<file path="src/rtl/hazard_ctrl.sv">
// ----------------------------------------------------------------------------
// hazard_ctrl -- RV32 decode-stage issue controller.
//
// Tracks long-latency destinations (load, MUL/DIV, AMO) in a register
// scoreboard and stalls decode on RAW/WAW hazards or when the number of
// outstanding long-latency writes reaches MAX_OUTSTANDING. It also sequences
// the IF/ID and ID/EX flushes that follow a control redirect from execute.
//
// Optional build macro: WB_BYPASS_EN
//   defined   : a writeback in the same cycle resolves a hazard on that
//               register and frees a slot for the count check (no stall).
//   undefined : hazard lookup uses only the registered scoreboard.
//
// Ports:
//   clk_i, rst_i            clock, asynchronous active-high reset
//   id_valid_i              decode holds a valid instruction
//   id_rs1_i/id_rs2_i       source registers, with *_used_i qualifiers
//   id_rd_i, id_rd_wr_i     destination register and write enable
//   id_long_lat_i           result returns via the writeback port
//   wb_valid_i, wb_rd_i     long-latency writeback and its destination
//   redirect_i              execute resolved a taken branch/jump/trap
//   issue_o                 instruction leaves decode this cycle
//   hazard_stall_o          hold decode/fetch
//   control_hazard_o        bit0 flush IF/ID, bit1 flush ID/EX
//   pending_o               scoreboard (bit0 always 0)
//   outstanding_o           number of pending long-latency writes
//   wb_err_o                1-cycle pulse: writeback to a non-pending register
// ----------------------------------------------------------------------------
module hazard_ctrl #(
  parameter int NUM_REGS        = 32,
  parameter int MAX_OUTSTANDING = 4,
  parameter int FLUSH_CYCLES    = 2
) (
  input  logic                                  clk_i,
  input  logic                                  rst_i,
  input  logic                                  id_valid_i,
  input  logic [4:0]                            id_rs1_i,
  input  logic [4:0]                            id_rs2_i,
  input  logic                                  id_rs1_used_i,
  input  logic                                  id_rs2_used_i,
  input  logic [4:0]                            id_rd_i,
  input  logic                                  id_rd_wr_i,
  input  logic                                  id_long_lat_i,
  input  logic                                  wb_valid_i,
  input  logic [4:0]                            wb_rd_i,
  input  logic                                  redirect_i,
  output logic                                  issue_o,
  output logic                                  hazard_stall_o,
  output logic [1:0]                            control_hazard_o,
  output logic [NUM_REGS-1:0]                   pending_o,
  output logic [$clog2(MAX_OUTSTANDING+1)-1:0]  outstanding_o,
  output logic                                  wb_err_o
);

  localparam int CW  = $clog2(MAX_OUTSTANDING + 1);
  localparam int FCW = (FLUSH_CYCLES > 1) ? $clog2(FLUSH_CYCLES) : 1;

  typedef enum logic [0:0] {
    ST_RUN   = 1'b0,
    ST_FLUSH = 1'b1
  } state_t;

  // One-hot decode of a register index; x0 never gets a bit, so every
  // lookup through this mask already excludes x0.
  function automatic logic [NUM_REGS-1:0] onehot(input logic [4:0] idx);
    logic [NUM_REGS-1:0] v;
    v = {NUM_REGS{1'b0}};
    for (int i = 1; i < NUM_REGS; i++) begin
      v[i] = (idx == 5'(i));
    end
    return v;
  endfunction

  state_t              r_state;
  state_t              w_state_nxt;
  logic [FCW-1:0]      r_fcnt;
  logic [FCW-1:0]      w_fcnt_nxt;
  logic [1:0]          w_flush_vec;
  logic [NUM_REGS-1:0] r_pend;
  logic [CW-1:0]       r_count;
  logic [CW-1:0]       w_count_nxt;
  logic                r_wb_err;

  logic [NUM_REGS-1:0] w_rs1_oh, w_rs2_oh, w_rd_oh, w_wb_oh;
  logic [NUM_REGS-1:0] w_lookup, w_set_mask, w_clr_mask;
  logic [CW-1:0]       w_cnt_eff;
  logic                w_clr, w_set, w_hazard, w_run, w_issue, w_stall;

  assign w_rs1_oh = onehot(id_rs1_i);
  assign w_rs2_oh = onehot(id_rs2_i);
  assign w_rd_oh  = onehot(id_rd_i);
  assign w_wb_oh  = onehot(wb_rd_i);

  // Only a writeback to a currently pending register retires an entry.
  assign w_clr = wb_valid_i & (|(r_pend & w_wb_oh));

`ifdef WB_BYPASS_EN
  assign w_lookup  = r_pend & ~(wb_valid_i ? w_wb_oh : {NUM_REGS{1'b0}});
  assign w_cnt_eff = r_count - CW'(w_clr);
`else
  assign w_lookup  = r_pend;
  assign w_cnt_eff = r_count;
`endif

  assign w_hazard = (id_rs1_used_i & (|(w_lookup & w_rs1_oh)))
                  | (id_rs2_used_i & (|(w_lookup & w_rs2_oh)))
                  | (id_rd_wr_i    & (|(w_lookup & w_rd_oh)))
                  | (id_long_lat_i & id_rd_wr_i & (|w_rd_oh)
                     & (w_cnt_eff == CW'(MAX_OUTSTANDING)));

  assign w_run = (r_state == ST_RUN);

  // Combinational outputs are forced low while reset is asserted so that
  // every output reads 0 immediately, regardless of the decode inputs.
  assign w_issue = ~rst_i & id_valid_i & ~w_hazard & w_run & ~redirect_i;
  assign w_stall = ~rst_i & id_valid_i & w_hazard & w_run;

  assign w_set      = w_issue & id_long_lat_i & id_rd_wr_i & (|w_rd_oh);
  assign w_set_mask = w_set ? w_rd_oh : {NUM_REGS{1'b0}};
  assign w_clr_mask = w_clr ? w_wb_oh : {NUM_REGS{1'b0}};

  assign issue_o          = w_issue;
  assign hazard_stall_o   = w_stall;
  assign control_hazard_o = rst_i ? 2'b00 : w_flush_vec;
  assign pending_o        = r_pend;
  assign outstanding_o    = r_count;
  assign wb_err_o         = r_wb_err;

  // Flush sequencer next-state and flush-vector decode.
  always_comb begin
    w_state_nxt = r_state;
    w_fcnt_nxt  = r_fcnt;
    w_flush_vec = 2'b00;
    case (r_state)
      ST_RUN: begin
        if (redirect_i) begin
          w_state_nxt = ST_FLUSH;
          w_fcnt_nxt  = FCW'(FLUSH_CYCLES - 1);
          w_flush_vec = 2'b11;
        end else begin
          w_state_nxt = ST_RUN;
        end
      end
      ST_FLUSH: begin
        if (redirect_i) begin
          w_fcnt_nxt  = FCW'(FLUSH_CYCLES - 1);
          w_flush_vec = 2'b11;
        end else if (r_fcnt == {FCW{1'b0}}) begin
          w_state_nxt = ST_RUN;
          w_flush_vec = 2'b01;
        end else begin
          w_fcnt_nxt  = r_fcnt - FCW'(1'b1);
          w_flush_vec = 2'b01;
        end
      end
      default: begin
        w_state_nxt = ST_RUN;
        w_fcnt_nxt  = {FCW{1'b0}};
      end
    endcase
  end

  // Outstanding count: a set and a clear in the same cycle cancel out.
  always_comb begin
    w_count_nxt = r_count;
    case ({w_set, w_clr})
      2'b10:   w_count_nxt = r_count + CW'(1'b1);
      2'b01:   w_count_nxt = r_count - CW'(1'b1);
      default: w_count_nxt = r_count;
    endcase
  end

  // State, scoreboard and error-pulse registers. Clear is applied before
  // set so a same-register set/clear leaves the bit set.
  always_ff @(posedge clk_i or posedge rst_i) begin
    if (rst_i) begin
      r_state  <= ST_RUN;
      r_fcnt   <= {FCW{1'b0}};
      r_pend   <= {NUM_REGS{1'b0}};
      r_count  <= {CW{1'b0}};
      r_wb_err <= 1'b0;
    end else begin
      r_state  <= w_state_nxt;
      r_fcnt   <= w_fcnt_nxt;
      r_pend   <= (r_pend & ~w_clr_mask) | w_set_mask;
      r_count  <= w_count_nxt;
      r_wb_err <= wb_valid_i & ~w_clr;
    end
  end

endmodule

</file>
<file path="config.mk">
export PLATFORM = sky130hd
export DESIGN_NAME = hazard_ctrl
export DESIGN_NICKNAME = d
export VERILOG_FILES = /design/src/rtl/hazard_ctrl.sv
export SDC_FILE = /design/constraint.sdc
export NUM_CORES = 1
export LEC_CHECK = 0
export CORE_MARGIN = 1
export CORE_UTILIZATION = 40
export DETAILED_ROUTE_END_ITERATION = 8
export PLACE_DENSITY = 0.67
export RECOVER_POWER = 25
export SYNTH_ARGS = -nofsm -noshare
export SYNTH_HDL_FRONTEND = slang
export SYNTH_SLANG_ARGS = --single-unit
</file>
<file path="constraint.sdc">
create_clock -name clk_i -period 3.4 [get_ports clk_i]
set_clock_uncertainty 0.2 [all_clocks]
set_input_delay 0.68 -clock clk_i [delete_from_list [all_inputs] [get_ports clk_i]]
set_output_delay 0.68 -clock clk_i [all_outputs]
set_load 0.05 [all_outputs]
</file>
Yosys cells after proc, flatten, opt, wreduce, memory -nomap -nowiden
Index checks and enable logic that the tools add are counted.
Storage, ports and cells
  word-level logic and storage cells: 189
  output and inout port bits: 40
  register bits after elaboration: 38
Operators by class
  equality and inequality tests: 128
  reduce and logical (&&, ||, !) cells: 6
  $add $sub $neg: 3
  multiplexer cells: 15
  bitwise operators: 32
Operators by type and width (count)
  $eq 5x5->1 const B: 64
  $and 32x32->32: 5
  $eq 5x4->1 const B: 32
  $reduce_or 32->1: 4
  $eq 5x3->1 const B: 16
  $mux 32: 2
  $eq 5x2->1 const B: 8
  $not 32->32: 1
  $or 32x32->32: 1
  $reduce_or 31->1: 1
  $eq 5x1->1 const B: 4
  $and 1x1->1: 17
  $mux 1: 6
  $mux 2: 3
  $pmux 3 s2: 1
  $not 1->1: 5
  $pmux 1 s2: 2
  $pmux 2 s2: 1
  $add 3x1->3 const B: 1
  $eq 3x3->1 const B: 1
  $or 1x1->1: 3
  $sub 3x1->3 const B: 1
  $eq 2x1->1 const B: 1
  $eq 2x2->1 const B: 1
  3 further kinds: 3

Longest topological paths before layout
Gate-level depths: netlist (run 1).
  depth in word-level cells: 16
  gate-level depth with buffers: 15
  mapped depth without buffers: 12

Worst setup path after synthesis (run 1)
Ideal clock, no wire load.
  kind: input -> output
  from: in id_rd_i[0]
  to: out issue_o
  required time: 2520 ps
  stages: 8
  arrival time: 2922 ps
  setup slack: -402 ps
  buffers on the path: 1
  cell sequence: buf_2 > mux2_1 > a31oi_1 > a31oi_1 > or4_1 > a32oi_4 > a21boi_0 > and3_1
On the way
  cells in the longest elaborated chain, start to end: 10
  elaborated cells on any way between the ends: 43
Ends and longest elaborated chain
  start: declaration: line 41  | input logic [4:0] id_rd_i,
  $eq 5x1->1 (tied with other cells): line 69  | v[i] = (idx == 5'(i));
  $and 32x32->32: line 107  | | (id_rd_wr_i & (|(w_lookup & w_rd_oh)))
  $reduce_or 32->1: line 107
  $and 1x1->1: line 107
  $or 1x1->1: line 107
  $or 1x1->1 *: line 108  | | (id_long_lat_i & id_rd_wr_i & (|w_rd_oh)
  $not 1->1 *: line 115  | assign w_issue = ~rst_i & id_valid_i & ~w_hazard & w_run & ~redirect_i;
  $and 1x1->1 * (3 in series): line 115
  end: declaration: line 47  | output logic issue_o,
Every way passes the cells marked *; elsewhere a longest branch is shown, timed or not.

Final worst setup path (run 1)
  from: in id_rd_i[2]
  to: out issue_o
The elaborated chain is that of the path after synthesis.

==> run_results.csv, run 1 <==
group,metric,value,unit
routing,first_pass_iters,5,
worst_setup_path,worst_reg2reg_path_startpoint,"pending_o[29]$_DFF_PP0_",
synth,synthTopCellsByCount,"37 x sky130_fd_sc_hd__dfrtp_1, 29 x sky130_fd_sc_hd__nand3_1, 28 x sky130_fd_sc_hd__nand2_1",
cts,cts-buffers-inserted,5,
hold_path,whs_path_depth,1,
synth,synth-seq-cells,37,
synth,syn-cell-area,3550,µm²
worst_setup_path,crit-reg2reg-capture,"outstanding_o[2]$_DFFE_PP0P_",
timing,post-route-min-period,3670,ps
cts,tritoncts,"built",
synth,yosys.cell_count.top_type,"sky130_fd_sc_hd__dfrtp_1",
synth,syn_area_per_cell,8.49,µm²
cells_and_area,fillerInstances,765,
cells_and_area,area_growth_syn_to_layout,47.3,%
worst_setup_path,critical_path_arrival,2790,ps
cts,cts_hold_buffers,0,
synth,synth.area.top_cells,"sky130_fd_sc_hd__dfrtp_1 26%, sky130_fd_sc_hd__o31ai_1 4.4%, sky130_fd_sc_hd__mux2_2 4.1%",
synth,synth_cell_type_count,70,
cts,htree_num_levels,2,
power,vdd.ir_drop.worst,0.199,mV
cells_and_area,final_layout_size_suffix_gt1_frac,0.322,
global_route,first_global_vias,4046,
floorplanning,fp.dieW,96.2,µm
synth,netlist_instances,418,
cts,insertion_delay,300,ps
power,power_density,253,nW/µm²
routing,routedWlPerCell,21.3,µm
synth,synth_top_flop_cell,"sky130_fd_sc_hd__dfrtp_1",
global_route,antenna_violations_before_repair,0,
synth,synth_warnings,0,
timing,setup_viol,4,
cts,cts_root_buf,"sky130_fd_sc_hd__clkbuf_8",
cts,clk_pin_slew,70,ps
cts,cts_sinks,37,
routing,drc_errors,0,
floorplanning,initial_utilization,0.411,
run_status,failed_checks,"max-capacitance violations, max-slew violations, negative setup slack",
floorplanning,number_of_cell_rows,34,
power,power.leakage,2.18,nW
routing,drt.antenna.violating_nets,0,
power,total_power,1.32,mW
placed_design,dp_hpwl,10.4,mm
placed_design,dpl_worst_slack,-750,ps
timing,maxSlewViolCount,38,
timing,final_worst_path_setup_slack,-273,ps
worst_setup_path,regToRegSetupSlack,0,ps
synth,area_fraction_of_the_dominant_cell_type_after_synthesis,0.261,
routing,route.vias.total,4247,
routing,routed_wirelength,14.4,mm
timing,grt_setup_unrepaired,"true",
worst_setup_path,reg2regPathDepth,15,
worst_setup_path,critPathRequiredTime,2520,ps
worst_setup_path,critPathMaxFanout,5,
worst_setup_path,setup.worst_path.start_class,"primary input",
cells_and_area,nets,598,
global_route,maximum_number_of_pins_on_one_net_before_global_route_repair,38,
synth,synth_sequential_area_ratio,0.261,
synth,netlist.top_cell.by_area,"sky130_fd_sc_hd__dfrtp_1",
hold_path,hold_path_end,"r_state$_DFF_PP0_",
timing,fmaxAchievable,0.272,GHz
run_status,run_status,"finished with violations",
global_route,global_route.overflow_total,0,
floorplanning,dieArea,9250,µm²
timing,period_share,1.08,
run,max-cap-violations,1,
cts,cts_buffer_depth,2,
worst_setup_path,timing_worst_setup_path_type,"in2out",
global_route,global_route.usage.total,0.324,
routing,viasPerCell,6.28,
synth,synth_enable_flop_cells,0,
synth,post_synth_net_total,449,
floorplanning,design.portCount,69,
routing,drt_iter0_markers,311,
timing,max_slew_margin,-0.328,
worst_setup_path,worstSetupEndpointType,"output pin",
timing,timing.final.hold_violations,0,
global_route,grt_pass1_wl,22.1,mm
placed_design,port-buffer-count,67,
hold_path,worst_hold_class,"reg2reg",
placed_design,gpl.final_weighted_congestion,0.975,
synth,postSynth.asyncResetShare,1.00,
timing,worst_slew_pin_slew,1990,ps
cells_and_area,insertedDiodeCount,0,
floorplanning,die_h,96.2,µm
hold_path,launch_point_of_the_worst_hold_path,"r_fcnt$_DFFE_PP0N_",
floorplanning,core_outline_area,8640,µm²
==> worst max-delay path, stage by stage <==
cell                       delay (ps)
sky130_fd_sc_hd__buf_6            100
sky130_fd_sc_hd__buf_6            110
sky130_fd_sc_hd__buf_6            120
sky130_fd_sc_hd__and3_4           150
sky130_fd_sc_hd__o211ai_1         150
sky130_fd_sc_hd__nand4_1          120
sky130_fd_sc_hd__or4_4            540
sky130_fd_sc_hd__a32oi_4          230
sky130_fd_sc_hd__a21boi_4         230
sky130_fd_sc_hd__and3_4           210
sky130_fd_sc_hd__buf_12           130
==> flip-flops by register name, summed over array words and instances, names as in the netlist <==
| signal | cells |
|---|---|
| r_state | 1 |
| r_fcnt | 1 |
| pending_o | 31 |
| outstanding_o | 3 |
| wb_err_o | 1 |
==> cells in the final DEF (no fill, tap or decap), drive strengths merged, types with 12 or more instances in the layout <==
cell type / instances
clkdlybuf4s50: 50
nor2: 12
buf: 129
o31ai: 29
nand2: 28
dfrtp: 37
nand3: 30
o21ai: 32
mux2: 18
nor2b: 14
==> logic make-up after synthesis <==
kind of cell,after synthesis,share of synthesized area
XOR/XNOR,3,0.00740
multiplexers,28,0.0864
AND/OR/NAND/NOR,161,0.277
flip-flops,37,0.261
buffers and inverters,56,0.0765
adder cells (fa/ha/maj),2,0.00916
other,1,0.00106
AO/OA/AOI/OAI,130,0.282
==> worst max path at each step <==
| stage | from | to | slack (ps) |
|---|---|---|---|
| final | id_rd_i[2] | issue_o | -270 |
| after global routing | id_rd_i[2] | issue_o | -330 |
| after global placement | id_rd_i[0] | issue_o | -730 |
| after floorplan | id_rd_i[1] | issue_o | -160 |
| after detailed placement | id_rd_i[0] | issue_o | -750 |
| after CTS | id_rd_i[2] | issue_o | -220 |
==> through the flow <==
stage	TNS [ps]	cells	utilization	hold WS (ps)	instance area [µm²]
4_1_cts	-319	673	0.600	292	5180
3_3_place_gp	-9040	652	0.574	263	4960
3_5_place_dp	-9900	652	0.574	277	4960
2_1_floorplan	-218	418	-	253	3580
5_1_grt	-885	676	0.605	314	5230
6_report	-603	676	0.605	289	5230
==> report_power, final <==
part	switching, mW	leakage (nW)	internal, mW
sequential	0.0235	0.502	0.466
combinational	0.309	1.63	0.222
clock	0.159	0.0450	0.142
==> layer usage <==
layer | share of wire | vias to the layer above | GRT usage | wire length [µm]
met4 | 0.051 | 0 | 0.175 | 728
li1 | - | 1914 | - | -
met5 | 0 | - | 0 | 0
met3 | 0.092 | 60 | 0.0553 | 1330
met2 | 0.46 | 259 | 0.534 | 6660
met1 | 0.40 | 2014 | 0.401 | 5700
==> what timing repair did <==
action | 4_1_cts | 5_1_grt
endpoints found under the setup margin | 13 | 4
cloned | 4 | 0
hold endpoints to repair | 0 | 0
setup buffers | 9 | 3
resized for setup | 59 | 8
pin swaps | 10 | 5
==> final cells by class <==
type,count,area (µm²),area share
clock buffer,6,72.6,0.0139
clock inverter,2,10.0,0.00191
inverter,11,45.0,0.00861
multi-input combinational,325,2420,0.462
sequential,37,926,0.177
tap,108,135,0.0258
timing repair buffer,187,1620,0.310
Note: power is estimated with default switching activity, not from simulation.
==> run 2: changes to the inputs <==
TNS_END_PERCENT = 20   (was unset)
==> run 2 against run 1 <==
  * The flow finishes with violations (design-rule violations, max-capacitance violations, max-slew violations, negative setup slack)
  * Flip-flop and latch count unchanged
  * Sequential share of layout area down 0.47 points
  * Non-clock buffer count up 8
  * Maximum frequency about the same
  * Die area unchanged
  * Critical path depth down 1
  * Final cell count up 1.2%
  * Sequential power about the same
  * First-iteration DRC count up 46%
  * Worst hold slack better by 15 ps
==> run_results.csv, run 2 (synthesis results as in run 1) <==
group,metric,value,unit
cells_and_area,area_growth_syn_to_layout,51.5,%
worst_setup_path,critical_path_arrival,2790,ps
global_route,global_route.usage.total,0.340,
placed_design,gpl.final_weighted_congestion,0.986,
placed_design,dp_hpwl,10.7,mm
power,power.share.combinational,0.398,
worst_setup_path,timing_worst_setup_path_type,"in2out",
floorplanning,design.portCount,69,
cells_and_area,fin_area,5380,µm²
placed_design,port-buffer-count,67,
cts,cts-buffers-inserted,5,
power,total_power,1.35,mW
floorplanning,number_of_cell_rows,34,
worst_setup_path,worstSetupEndpointType,"output pin",
run_status,failed_checks,"design-rule violations, max-capacitance violations, max-slew violations, negative setup slack",
routing,drc_errors,1,
worst_setup_path,crit_path_cell_trace,"buf_6, buf_6, mux2_4, nand4b_1, o2111ai_2, or4_4, a32oi_4, a21boi_4, and3_4, buf_12",
floorplanning,initial_utilization,0.411,
placed_design,dpl_worst_slack,-768,ps
cells_and_area,nets,606,
routing,drt.antenna.violating_nets,0,
timing,worst_slew_pin_slew,2060,ps
floorplanning,die_h,96.2,µm
worst_setup_path,critPathBufInv,3,
run_status,run_status,"finished with violations",
cells_and_area,largest_register_ff_count,31,
hold_path,launch_point_of_the_worst_hold_path,"outstanding_o[0]$_DFFE_PP0P_",
power,vdd.ir_drop.worst,0.200,mV
cells_and_area,insertedDiodeCount,0,
power,power_density,251,nW/µm²
routing,first_pass_iters,7,
global_route,antenna_violations_before_repair,0,
cells_and_area,final_layout_size_suffix_gt1_frac,0.356,
worst_setup_path,setup.worst_path.start_class,"primary input",
floorplanning,dieArea,9250,µm²
cts,clk_pin_slew,80,ps
worst_setup_path,worst_reg2reg_path_startpoint,"pending_o[28]$_DFF_PP0_",
global_route,maximum_number_of_pins_on_one_net_before_global_route_repair,38,
power,p_sw,0.517,mW
worst_setup_path,critPathSlowestCell,"sky130_fd_sc_hd__or4_4",
worst_setup_path,critPathTopFamily,"simple AND/OR/NAND/NOR gates",
worst_setup_path,crit-reg2reg-capture,"outstanding_o[2]$_DFFE_PP0P_",
routing,routed_wirelength,15.2,mm
power,sw_frac_of_total,0.382,
cts,cts_sinks,37,
global_route,first_global_vias,4165,
worst_setup_path,critPathMaxStageDelay,580,ps
cts,cts_buffer_depth,2,
worst_setup_path,cell_type_with_the_highest_occurrence_count_on_the_critical_path,"sky130_fd_sc_hd__buf_6",
cells_and_area,layout_common_cells,"118 x sky130_fd_sc_hd__buf_4, 46 x sky130_fd_sc_hd__clkdlybuf4s50_1, 36 x sky130_fd_sc_hd__dfrtp_1",
power,power.share.sequential,0.362,
routing,route.vias.total,4365,
worst_setup_path,critical_path.startpoint,"id_rd_i[1]",
timing,period_share,1.08,
cts,cts_root_buf,"sky130_fd_sc_hd__clkbuf_8",
cts,insertion_delay,300,ps
worst_setup_path,critPathRequiredTime,2520,ps
timing,post-route-min-period,3670,ps
timing,grt_setup_unrepaired,"true",
timing,max_slew_margin,-0.375,
timing,timing.final.hold_violations,0,
timing,setup_viol,3,
timing,maxSlewViolCount,38,
timing,fmaxAchievable,0.272,GHz
cells_and_area,commonest_non_fill_non_tap_cell_in_the_layout,"sky130_fd_sc_hd__buf_4",
worst_setup_path,critPathMaxFanout,5,
cts,tritoncts,"built",
floorplanning,core_outline_area,8640,µm²
run,max-cap-violations,1,
placed_design,placement.cell_area,4980,µm²
hold_path,whs_path_depth,1,
routing,drt_iter0_markers,454,
floorplanning,fp.dieW,96.2,µm
hold_path,worst_hold_class,"reg2reg",
power,power_frac_clock,0.240,
hold_path,hold_path_end,"outstanding_o[0]$_DFFE_PP0P_",
global_route,grt_pass1_wl,22.9,mm
power,p_int,0.836,mW
timing,finalSetupTns,-448,ps
routing,routedWlPerCell,22.2,µm
timing,final_worst_path_setup_slack,-273,ps
cts,htree_num_levels,2,
power,power.leakage,2.29,nW
global_route,global_route.overflow_total,0,
worst_setup_path,reg2regPathDepth,13,
timing,hold-worst-slack,304,ps
worst_setup_path,regToRegSetupSlack,140,ps
routing,viasPerCell,6.38,
[run 2: cell types whose count changed in the layout (fill, tap and decap cells not counted), moves of 3 or more]
cell | previous run | this run
sky130_fd_sc_hd__nor2b_1 | 13 | 10
sky130_fd_sc_hd__clkdlybuf4s50_1 | 50 | 46
sky130_fd_sc_hd__buf_4 | 106 | 118
sky130_fd_sc_hd__dlymetal6s2s_1 | 0 | 3
[run 2: how the worst max path moves through the flow]
stage | to | slack [ps] | cells after the start
2_1_floorplan | issue_o | -160 | 9
3_3_place_gp | issue_o | -680 | 10
3_5_place_dp | issue_o | -770 | 10
4_1_cts | issue_o | -220 | 11
5_1_grt | issue_o | -310 | 11
6_report | issue_o | -270 | 10
[run 2: through the flow]
stage,util,std cells
after floorplan,-,418
after global placement,0.577,659
after detailed placement,0.577,659
after CTS,0.614,682
after global routing,0.623,684
final,0.623,684
[run 2: final cells by class]
class / instances / area (µm²)
clock buffer: 5 / 68.8
multi-input combinational: 325 / 2520
clock inverter: 3 / 21.3
fill: 748 / 3260
sequential: 37 / 927
timing repair buffer: 195 / 1670
inverter: 11 / 41.3
tap: 108 / 135
[run 2: timing repair]
item,in CTS,in global routing
setup buffers,11,3
endpoints found under the setup margin,16,4
gates cloned,4,0
resized for setup,74,25
pin swaps,18,7
hold buffers,0,0
[run 2: worst reg2reg max path, stage by stage, from the launching register on]
cell and delay, ps:
sky130_fd_sc_hd__dfrtp_2 500, sky130_fd_sc_hd__nor3b_1 190, sky130_fd_sc_hd__a32oi_2 230, sky130_fd_sc_hd__o2111ai_2 150, sky130_fd_sc_hd__or4_4 580, sky130_fd_sc_hd__a32oi_4 210
sky130_fd_sc_hd__buf_4 180, sky130_fd_sc_hd__nand2_1 70, sky130_fd_sc_hd__ha_1 230, sky130_fd_sc_hd__inv_1 70, sky130_fd_sc_hd__fa_1 170, sky130_fd_sc_hd__xor2_1 160
sky130_fd_sc_hd__nor2_1 60, sky130_fd_sc_hd__xor2_1 140
[run 2: power by group through the flow]
stage	Clock (mW)	Sequential (mW)	Combinational, mW
after floorplan	0	0.578	0.206
after global placement	0	0.496	0.490
after detailed placement	0	0.498	0.496
after CTS	0.325	0.489	0.523
after global routing	0.344	0.494	0.574
final	0.325	0.490	0.538
[run 2: layer usage]
metal  vias up  wire length [µm]  track usage
li1       1933                 -            -
met1      2099              6070        0.438
met2       266              7000        0.539
met3        67              1420       0.0529
met4         0               731        0.193
met5         -                 0            0
==> run 3: changes to the inputs <==
ABC_AREA = 1   (was unset)
PLACE_DENSITY = 0.66   (was 0.67)
==> run 3 against run 2 <==
  * The flow finishes with violations (design-rule violations)
  * Sequential power about the same
  * Maximum frequency grew 13%
  * Power decreased by 3.3%
  * Critical path depth increased by 1
  * Critical path type unchanged
  * Critical endpoint unchanged
  * Highest routed layer unchanged
==> run_results.csv, run 3 <==
group,metric,value,unit
synth,synth_top_flop_cell,"sky130_fd_sc_hd__dfrtp_1",
power,power.share.combinational,0.312,
floorplanning,initial_utilization,0.421,
worst_setup_path,critPathMaxFanout,12,
synth,postSynth.asyncResetShare,1.00,
power,power_density,242,nW/µm²
synth,synth_top_family_by_area,"simple AND/OR/NAND/NOR gates",
cts,cts_root_buf,"sky130_fd_sc_hd__clkbuf_8",
power,p_sw,0.467,mW
synth,synth_sequential_area_ratio,0.249,
routing,first_pass_iters,9,
synth,synth_enable_flop_cells,0,
timing,post-route-min-period,3240,ps
hold_path,launch_point_of_the_worst_hold_path,"outstanding_o[0]$_DFFE_PP0P_",
hold_path,whs_path_depth,1,
worst_setup_path,regToRegSetupSlack,540,ps
cells_and_area,commonest_non_fill_non_tap_cell_in_the_layout,"sky130_fd_sc_hd__nand2_1",
global_route,global_route.usage.total,0.345,
worst_setup_path,critPathBufInv,6,
cells_and_area,final_core_util,0.611,
routing,route.vias.total,5099,
synth,post_synth_net_total,686,
power,vdd.ir_drop.worst,0.342,mV
floorplanning,fp.dieW,98.5,µm
synth,synth.area.top_cells,"sky130_fd_sc_hd__dfrtp_1 25%, sky130_fd_sc_hd__nand2_1 21%, sky130_fd_sc_hd__nand3_1 13%",
cells_and_area,final_layout_size_suffix_gt1_frac,0.234,
synth,netlist_instances,655,
worst_setup_path,critPathSlowestCell,"sky130_fd_sc_hd__clkdlybuf4s15_1",
synth,synth_cell_type_count,29,
routing,routedWlPerCell,17.9,µm
worst_setup_path,critical_path_arrival,2360,ps
floorplanning,design.portCount,69,
routing,routed_wirelength,16.2,mm
timing,worst_slew_pin_slew,960,ps
cells_and_area,area_growth_syn_to_layout,45.0,%
synth,post_synth_xor_area_fraction,0.00470,
cts,htree_num_levels,2,
routing,drt.antenna.violating_nets,0,
cells_and_area,largest_register_ff_count,31,
timing,grt_setup_unrepaired,"false",
run_status,run_status,"finished with violations",
worst_setup_path,reg2regPathDepth,15,
cells_and_area,nets,828,
floorplanning,dieArea,9700,µm²
global_route,grt_pass1_wl,25.5,mm
cells_and_area,layout_common_cells,"194 x sky130_fd_sc_hd__nand2_1, 101 x sky130_fd_sc_hd__nor2_1, 94 x sky130_fd_sc_hd__nand3_1",
routing,viasPerCell,5.63,
synth,synthTopCellsByCount,"205 x sky130_fd_sc_hd__nand2_1, 122 x sky130_fd_sc_hd__nor2_1, 94 x sky130_fd_sc_hd__nand3_1",
hold_path,worst_hold_class,"reg2reg",
run,max-cap-violations,0,
global_route,antenna_violations_before_repair,0,
cts,cts_hold_buffers,0,
worst_setup_path,worst_reg2reg_path_startpoint,"pending_o[20]$_DFF_PP0_",
worst_setup_path,crit-reg2reg-capture,"outstanding_o[1]$_DFFE_PP0P_",
synth,synth_compound_gate_area_share,0.0171,
synth,synthMuxAreaShare,0,
routing,drc_errors,6,
placed_design,port-buffer-count,67,
worst_setup_path,critPathMaxStageDelay,280,ps
cts,cts-buffers-inserted,5,
timing,final_worst_path_setup_slack,159,ps
placed_design,dp_hpwl,11.9,mm
floorplanning,die_h,98.5,µm
timing,hold-worst-slack,307,ps
cts,insertion_delay,290,ps
global_route,maximum_number_of_pins_on_one_net_before_global_route_repair,38,
synth,post_synth_and_or_nand_nor_area_fraction,0.621,
synth,synth-seq-cells,37,
timing,max_slew_margin,0.360,
timing,maxSlewViolCount,0,
run_status,failed_checks,"design-rule violations",
cells_and_area,insertedDiodeCount,0,
power,total_power,1.31,mW
global_route,first_global_vias,4914,
cts,cts_buffer_depth,2,
timing,period_share,0.953,
routing,drt_iter0_markers,388,
worst_setup_path,worstSetupEndpointType,"output pin",
synth,syn_area_per_cell,5.69,µm²
timing,timing.final.hold_violations,0,
hold_path,hold_path_end,"outstanding_o[0]$_DFFE_PP0P_",
timing,setup_viol,0,
worst_setup_path,critPathTopFamily,"buffers and inverters",
synth,netlist.top_cell.by_area,"sky130_fd_sc_hd__dfrtp_1",
worst_setup_path,timing_worst_setup_path_type,"in2out",
synth,yosys.cell_count.top_type,"sky130_fd_sc_hd__nand2_1",
global_route,global_route.overflow_total,0,
placed_design,dpl_worst_slack,-385,ps
timing,fmaxAchievable,0.309,GHz
power,p_int,0.841,mW
cts,clk_pin_slew,80,ps
power,power_frac_clock,0.312,
power,power.share.sequential,0.377,
floorplanning,number_of_cell_rows,34,
cts,tritoncts,"built",
synth,synth_warnings,0,
synth,synth-adder-area-share,0.00873,
synth,syn-cell-area,3720,µm²
floorplanning,core_outline_area,8850,µm²
worst_setup_path,setup.worst_path.start_class,"primary input",
worst_setup_path,critPathRequiredTime,2520,ps
placed_design,gpl.final_weighted_congestion,0.963,
power,sw_frac_of_total,0.357,
power,power.leakage,2.82,nW
synth,area_fraction_of_the_dominant_cell_type_after_synthesis,0.249,
cts,cts_sinks,37,
worst_setup_path,crit_path_cell_trace,"clkdlybuf4s15_1, buf_4, nor3_1, inv_1, o211ai_1, inv_1, nand4_2, nand2_2, nor3b_2, buf_4, buf_12",
[run 3: cell types whose count changed in the layout (fill, tap and decap cells not counted), moves of 13 or more]
cell	change
sky130_fd_sc_hd__nand2_1	+166
sky130_fd_sc_hd__nor2_1	+89
sky130_fd_sc_hd__nand3_1	+65
sky130_fd_sc_hd__nand4_1	+54
sky130_fd_sc_hd__inv_1	+31
sky130_fd_sc_hd__buf_4	-25
sky130_fd_sc_hd__nor2_2	+24
sky130_fd_sc_hd__o31ai_1	-21
sky130_fd_sc_hd__o21ai_0	-20
sky130_fd_sc_hd__nand2_2	+14
sky130_fd_sc_hd__mux2_2	-13
[run 3: worst max-delay path by stage]
| stage | cells past startpoint | startpoint | endpoint |
|---|---|---|---|
| floorplan | 17 | id_rs1_i[4] | outstanding_o[1]$_DFFE_PP0P_ |
| global placement | 16 | wb_rd_i[2] | outstanding_o[2]$_DFFE_PP0P_ |
| detailed placement | 16 | wb_rd_i[2] | outstanding_o[2]$_DFFE_PP0P_ |
| CTS | 18 | wb_rd_i[2] | outstanding_o[2]$_DFFE_PP0P_ |
| global route | 16 | id_rs1_i[1] | hazard_stall_o |
| finish | 11 | id_rd_i[4] | issue_o |
[run 3: cell families (layout without fill, tap and decap cells)]
logic type	count (synthesis)	count (layout)
and+or+nand+nor	520	520
buffers and inverters	82	225
adders and majority gates	2	2
other	1	1
AOI/OAI and AO/OA	11	11
xor gates and xnor gates	2	2
DFF	37	37
[run 3: metrics by stage]
step	TNS (ps)	cells	instance area (µm²)
3_3_place_gp	-1130	888	5070
2_1_floorplan	-196	655	3740
4_1_cts	-38.1	901	5270
6_report	0	906	5400
5_1_grt	0	906	5400
3_5_place_dp	-1200	888	5070
[run 3: cell type report]
class	count	area [µm²]
clock inverters	2	37.5
multi-input cells	536	2600
flip-flops and latches	37	926
clock buffers	6	82.6
repair buffers	165	1410
well taps	108	135
inverters	52	211
fillers	893	3450
[run 3: worst register-to-register path, cell delays in order (launching register included)]
cell                      delay [ps]
sky130_fd_sc_hd__dfrtp_1         560
sky130_fd_sc_hd__nand4_1         220
sky130_fd_sc_hd__nand2_1          80
sky130_fd_sc_hd__nor2_2           80
sky130_fd_sc_hd__nand2_1          60
sky130_fd_sc_hd__nor2_2          130
sky130_fd_sc_hd__nand2_1          60
sky130_fd_sc_hd__nand2_1          70
sky130_fd_sc_hd__nand2_2          70
sky130_fd_sc_hd__nor3b_2         210
sky130_fd_sc_hd__buf_4           130
sky130_fd_sc_hd__nand2_1          40
sky130_fd_sc_hd__ha_1            180
sky130_fd_sc_hd__inv_1           100
sky130_fd_sc_hd__fa_2            440
sky130_fd_sc_hd__o21ai_0         170
[run 3: power by group through the flow]
stage | registers (mW) | logic, mW | clock network [mW]
2_1_floorplan | 0.547 | 0.160 | 0
3_3_place_gp | 0.498 | 0.385 | 0
3_5_place_dp | 0.499 | 0.384 | 0
4_1_cts | 0.491 | 0.392 | 0.416
5_1_grt | 0.493 | 0.438 | 0.433
6_report | 0.493 | 0.408 | 0.407
[run 3: what timing repair did]
item	in CTS	in global routing
cloned	0	0
resized for setup	35	63
pin swaps	1	12
setup endpoints to repair	4	4
buffers inserted	5	5
[run 3: per-layer routing]
| metal | global-route usage | vias up | wire length, µm |
|---|---|---|---|
| met1 | 0.448 | 2343 | 6740 |
| met5 | 0 | - | 0 |
| li1 | - | 2447 | - |
| met4 | 0.187 | 0 | 810 |
| met3 | 0.0433 | 52 | 1220 |
| met2 | 0.560 | 257 | 7470 |
